### config.mk
export PLATFORM = sky130hd
export DESIGN_NAME = prewish_loader
export DESIGN_NICKNAME = d
export VERILOG_FILES = /design/src/rtl/prewish_loader.sv
export SDC_FILE = /design/constraint.sdc
export NUM_CORES = 1
export LEC_CHECK = 0
export CAP_MARGIN = 20
export CORE_ASPECT_RATIO = 1.1
export CORE_UTILIZATION = 40
export DETAILED_ROUTE_END_ITERATION = 6
export GPL_ROUTABILITY_DRIVEN = 0
export PLACE_DENSITY = 0.63
export SLEW_MARGIN = 40
export SYNTH_ARGS = -nofsm -noshare
export SYNTH_HDL_FRONTEND = slang
export SYNTH_SLANG_ARGS = --single-unit
### constraint.sdc
create_clock -name CLK_I -period 5 [get_ports CLK_I]
set_clock_uncertainty 0.2 [all_clocks]
set_input_delay 1.25 -clock CLK_I [delete_from_list [all_inputs] [get_ports CLK_I]]
set_output_delay 1.25 -clock CLK_I [all_outputs]
set_load 0.01 [all_outputs]
### src/rtl/prewish_loader.sv
// Load-button debouncer and DIP-switch sampler feeding the mask path.
// Each accepted press/release pair emits one strobe carrying the DIP value seen at release.
module prewish_loader #(
  parameter int DEBOUNCE_BITS = 16,
  parameter int ALIVE_BITS    = 23
) (
  input  logic       CLK_I,
  input  logic       RST_I,
  input  logic       i_button_n,
  input  logic [7:0] i_dip,
  output logic       STB_O,
  output logic [7:0] DAT_O,
  output logic       o_pressed,
  output logic       o_alive
);

  localparam logic [1:0] IDLE     = 2'd0;
  localparam logic [1:0] PRESS_DB = 2'd1;
  localparam logic [1:0] HELD     = 2'd2;
  localparam logic [1:0] REL_DB   = 2'd3;
  localparam logic [DEBOUNCE_BITS-1:0] MAX = '1;

  logic [1:0]               btn_sync_q;
  logic [7:0]               dip_s1_q, dip_s2_q;
  logic [1:0]               state_q, state_d;
  logic [DEBOUNCE_BITS-1:0] cnt_q, cnt_d;
  logic                     stb_q, stb_d;
  logic [7:0]               dat_q, dat_d;
  logic                     pressed_q, pressed_d;
  logic [ALIVE_BITS-1:0]    alive_q;
  logic                     btn_s;

  assign btn_s = btn_sync_q[1];

  // Synchronizers reset to "released" so reset never fakes a press.
  always_ff @(posedge CLK_I or negedge RST_I) begin
    if (!RST_I) begin
      btn_sync_q <= 2'b11;
      dip_s1_q   <= 8'h00;
      dip_s2_q   <= 8'h00;
    end else begin
      btn_sync_q <= {btn_sync_q[0], i_button_n};
      dip_s1_q   <= i_dip;
      dip_s2_q   <= dip_s1_q;
    end
  end

  always_comb begin
    state_d   = state_q;
    cnt_d     = cnt_q;
    stb_d     = 1'b0;
    dat_d     = dat_q;
    pressed_d = pressed_q;
    case (state_q)
      IDLE: if (!btn_s) begin
        state_d = PRESS_DB;
        cnt_d   = '0;
      end
      PRESS_DB: begin
        if (btn_s) state_d = IDLE;
        else if (cnt_q == MAX) begin
          state_d   = HELD;
          pressed_d = 1'b1;
        end else cnt_d = cnt_q + 1'b1;
      end
      HELD: if (btn_s) begin
        state_d = REL_DB;
        cnt_d   = '0;
      end
      REL_DB: begin
        // A low during release debounce is bounce; the press is still in progress.
        if (!btn_s) state_d = HELD;
        else if (cnt_q == MAX) begin
          state_d   = IDLE;
          pressed_d = 1'b0;
          dat_d     = dip_s2_q;
          stb_d     = 1'b1;
        end else cnt_d = cnt_q + 1'b1;
      end
      default: state_d = IDLE;
    endcase
  end

  always_ff @(posedge CLK_I or negedge RST_I) begin
    if (!RST_I) begin
      state_q   <= IDLE;
      cnt_q     <= '0;
      stb_q     <= 1'b0;
      dat_q     <= 8'h00;
      pressed_q <= 1'b0;
      alive_q   <= '0;
    end else begin
      state_q   <= state_d;
      cnt_q     <= cnt_d;
      stb_q     <= stb_d;
      dat_q     <= dat_d;
      pressed_q <= pressed_d;
      alive_q   <= alive_q + 1'b1;
    end
  end

  assign STB_O     = stb_q;
  assign DAT_O     = dat_q;
  assign o_pressed = pressed_q;
  assign o_alive   = alive_q[ALIVE_BITS-1];

endmodule

; Word level (Yosys, flattened, before mapping)
; Cells that the tools add are included.
[op_classes]
eq_ne = 12
reduce_logical = 6
mux = 21
add_sub_neg = 2
[ops]
columns = cell, n
row1 = two-way mux 16 bit, 5
row2 = one-hot mux 16 bit (4 select lines), 1
row3 = adder 23 x 1 -> 23 bit (second input constant), 1
row4 = adder 16 x 1 -> 16 bit (second input constant), 1
row5 = == test 16 bit (second input constant), 1
row6 = two-way mux 2 bit, 6
row7 = inequality test 2 bit (second input constant), 6
row8 = one-hot mux 2 bit (4 select lines), 1
row9 = AND reduction 4 bit, 2
row10 = two-way mux 1 bit, 7
row11 = inequality test 3 bit (second input constant), 2
row12 = AND reduction 5 bit, 1
row13 = == test 2 bit (second input constant), 2
row14 = AND reduction 3 bit, 1
row15 = == test 2 x 1 -> 1 bit (second input constant), 1
row16 = logical NOT 2 bit, 1
row17 = one-hot mux 1 bit (2 select lines), 1
row18 = nonzero test 2 bit, 1
[word_totals]
regBits = 69
out_inout_bits = 11
inputBits = 11
word_cells = 50

; Longest topological paths before layout
[depth]
word_depth = 4
depth_mapped = 7
ltp_nobuf = 6

; Least setup slack after synthesis
; Ideal clock, no wire load.
[synth_timing]
path_type = reg-to-reg
from = register cnt_q[0]
to = register dat_q[0] (netlist: DAT_O[0])
period_less_slack_ps = 2082
stages_incl_launch_ff = 7
t_required_ps = 4675
setup_time_ps = 125
arrival_ps = 1757
n_path_buf = 1
slack_ps = 2918
path_cell_list = dfrtp_1 -> ha_1 -> and4_1 -> nand2_1 -> or3_1 -> buf_6 -> mux2_4
[synth_between]
elab_chain_len = 2
[synth_rtl]
columns = item, line
row1 = "start, declared", 26  ; logic [DEBOUNCE_BITS-1:0] cnt_q, cnt_d;
row2 = "start signal, assigned", 94  ; cnt_q <= cnt_d;
row3 = == test 16 bit, 73  ; else if (cnt_q == MAX) begin
row4 = AND reduction 3 bit (no source line), --
row5 = "end signal, assigned", 96  ; dat_q <= dat_d;
row6 = "end, declared", 28  ; logic [7:0] dat_q, dat_d;
; Every way passes these cells.
; A chain may end at the register's enable or synchronous reset.

; Worst setup path after layout
[layout_timing]
from = register pressed_q (netlist: o_pressed)
to = output port o_pressed
[layout_lines]
columns = item, line
row1 = "start, declared", 29  ; logic pressed_q, pressed_d;
row2 = "start signal, assigned", 97  ; pressed_q <= pressed_d;
row3 = "end, declared", 13  ; output logic o_pressed,
; No word-level cell between the ends.

==> impl_metrics.csv <==
group,metric,value,unit
run_status,status,"finished clean",
route,wl,4796,um
route,post_drt_wl_per_cell,13.82,um
global_routing,grt_pass1_wl,8383,um
placed_design,post-place-ws,2.643,ns
floorplanning,die_height,89.93,um
timing,finalMaxSlewViolations,0,
route,firstDrtPassIters,4,
route,drtIter0Drc,147,
cts,cts_buffers,9,
synthesis,synth_compound_gate_area_share,7.610,%
timing,setup_tns,0,ns
timing,maxSlewHeadroom,50.71,%
cells_and_area,seqCellArea,0.001729,mm^2
synthesis,synth-xor-area-share,7.165,%
cells_and_area,fin_nets,274,
synthesis,synth-main-ff-cell,"dfrtp_1",
cts,cts-resized-gates,0,
hold_path,hold_path_class,"reg -> reg",
route,vias_per_cell,5.254,
job,drv_cap,0,
route,drtAntennaViolNets,0,
global_routing,grt_max_degree,70,
critical_path,cp_num_cells,1,
floorplanning,fp.dieArea,0.007368,mm^2
power_and_ir_drop,peakVddDrop,0.1625,mV
synthesis,yosysWarnings,0,
critical_path,worstPathCellList,"clkdlybuf4s50_1",
synthesis,postSynth.asyncResetShare,100.0,%
synthesis,syn_area_per_cell,12.22,um^2
synthesis,synth_top_family_by_area,"simple AND/OR/NAND/NOR gates",
critical_path,crit_family,"buffers and inverters",
global_routing,grt_pass1_vias,1816,
timing,layout_min_cycle_time,2.705,ns
cts,clockRootBuffer,"clkbuf_8",
synthesis,syn_area,0.002811,mm^2
placed_design,dpl.hpwl,3124,um
critical_path,critPathBufInv,1,
floorplanning,core-area,0.006671,mm^2
cts,postCtsSetupBuffers,0,
cts,insertion_delay,0.34,ns
critical_path,cpMaxStageDelayCell,"clkdlybuf4s50_1",
critical_path,crit_end,"o_pressed",
timing,max_freq,369.7,MHz
synthesis,syn-num-nets,243,
synthesis,synth-seq-area-share,61.50,%
cells_and_area,fillers,597,
timing,tightest_slew,0.7298,ns
synthesis,yosys.area.top_type,"dfrtp_1",
synthesis,yosys-top-cells-count,"67 x dfrtp_1, 24 x nand2_1, 23 x nand3_1, 18 x xnor2_1, 11 x nor2_1",
synthesis,synth_cells,230,
critical_path,rrSetupSlack,2.58,ns
floorplanning,die_w,81.94,um
floorplanning,fp-row-count,31,
synthesis,post-synth-top-count-cell,"dfrtp_1",
global_routing,gr-total-overflow,0,
cts,cts.reportedPaths.clkPinSlew,0.08,ns
cells_and_area,stdcell_area,0.003331,mm^2
floorplanning,initial_core_util,42.14,%
timing,rsz0062_at_grt,"false",
critical_path,slowest_delay,0.54,ns
timing,fin_ws,2.295,ns
cells_and_area,diodes,0,
cells_and_area,finish.utilization,49.93,%
synthesis,synth.distinct_cells,40,
timing,finalCritPeriodShare,54.10,%
global_routing,grtUsageTotal,15.22,%
synthesis,synth_simple_gate_area_share,16.56,%
critical_path,startpoint_type,"flop",
critical_path,crit_required,3.55,ns
critical_path,r2r_cells,5,
floorplanning,io_pins,22,
critical_path,startpoint,"o_pressed$_DFFE_PN0P_",
timing,hold_violations,0,
placed_design,port_buffers,21,
route,drc,0,
cts,clockBufferDepth,2,
critical_path,critPathKind,"reg -> out",
cts,cts.sinks,69,
critical_path,cp.arrival,1.26,ns
cells_and_area,multiInputGateArea,0.001047,mm^2
synthesis,synth-adder-area-share,0.8901,%
cts,htree_levels,3,
synthesis,synthMuxAreaShare,5.029,%
placed_design,dpl_cell_area,0.003118,mm^2
route,vias,1823,
cts,cts_hold_buf,0,
synthesis,synthTopCellsByArea,"dfrtp_1 60%, xnor2_1 5.6%, mux2_4 4.3%, nand3_1 4.1%, nand2_1 3.2%",
critical_path,cp-end-kind,"output pin",
cells_and_area,syn_to_final_growth,18.47,%
power_and_ir_drop,p_per_area,331.7,mW/mm^2
critical_path,crit_fanout,3,
global_routing,antenna_found_initial,0,
synthesis,yosysTopAreaCellShare,59.64,%
timing,setup_violations,0,
power_and_ir_drop,leakage,0.001485,uW
cts,cts_tree,"built",
synthesis,synth_seq_cells,69,
cells_and_area,final_layout_size_suffix_gt1_share,12.83,%
critical_path,r2r_end,"cnt_q[11]$_DFFE_PN0P_",
synthesis,synth_enable_flop_cells,0,
==> flip-flops by register name, summed over array words and instances (netlist names), named ones only <==
| register | flops |
|---|---|
| DAT_O | 8 |
| dip_s1_q | 8 |
| dip_s2_q | 8 |
| alive_q | 23 |
| state_q | 1 |
| o_pressed | 1 |
| STB_O | 1 |
| cnt_q | 16 |
| btn_sync_q | 2 |
==> layer usage <==
metal,GRT usage (%),vias to the layer above,share of wire (%)
met3,4.061,7,3.9
met4,9.357,0,1.4
met5,0,-,0
met1,20.48,898,48
li1,-,885,-
met2,21.49,33,47
==> stage by stage <==
step,cells,hold WS (ns),total power [uW]
floorplan,230,0.1312,604.3
CTS,347,0.1501,1124
detailed placement,332,0.1347,630.7
global placement,332,0.1315,629.1
finish,347,0.1491,1105
global route,347,0.1570,1151
==> power breakdown <==
part,leakage [uW],internal (uW),switching (uW)
clock,0.000101,278,208
sequential,0.000901,571,10.6
combinational,0.000483,15.9,21.4
==> cells in the final DEF (no fill, tap or decap), types with 3 or more instances in the layout <==
| master | instances |
|---|---|
| a21oi_1 | 6 |
| a22o_1 | 5 |
| a31oi_1 | 3 |
| and3_1 | 4 |
| and4_1 | 6 |
| clkbuf_8 | 9 |
| clkdlybuf4s50_1 | 20 |
| dfrtp_1 | 67 |
| inv_1 | 4 |
| mux2_4 | 8 |
| nand2_1 | 24 |
| nand3_1 | 23 |
| nand4_1 | 8 |
| nor2_1 | 11 |
| nor3_1 | 3 |
| o21ai_0 | 5 |
| o31ai_1 | 3 |
| xnor2_1 | 18 |
| xor2_1 | 5 |
==> worst min path at each step <==
| stage | from | endpoint | slack, ns | cells after the start |
|---|---|---|---|---|
| 2_1_floorplan | dip_s1_q[0]$_DFF_PN0_ | dip_s2_q[0]$_DFF_PN0_ | 0.13 | 0 |
| 3_3_place_gp | dip_s1_q[6]$_DFF_PN0_ | dip_s2_q[6]$_DFF_PN0_ | 0.13 | 0 |
| 3_5_place_dp | dip_s1_q[1]$_DFF_PN0_ | dip_s2_q[1]$_DFF_PN0_ | 0.13 | 0 |
| 4_1_cts | dip_s1_q[1]$_DFF_PN0_ | dip_s2_q[1]$_DFF_PN0_ | 0.15 | 0 |
| 5_1_grt | dip_s1_q[2]$_DFF_PN0_ | dip_s2_q[2]$_DFF_PN0_ | 0.16 | 0 |
| 6_report | dip_s1_q[7]$_DFF_PN0_ | dip_s2_q[7]$_DFF_PN0_ | 0.15 | 0 |
==> kinds of logic after synthesis <==
group	Yosys count
flops	69
simple gates	88
mux	10
compound gates	31
xor+xnor	23
fa+ha+maj	2
buf+inv	7
==> cell type report <==
cell class,count,share of cell area [%]
Clock inverter,6,2.667
Sequential cell,69,51.92
Clock buffer,9,3.719
Timing Repair Buffer,23,6.724
Tap cell,82,3.080
Multi-Input combinational cell,154,31.44
Inverter,4,0.4508
(Power assumes the default switching activity.)
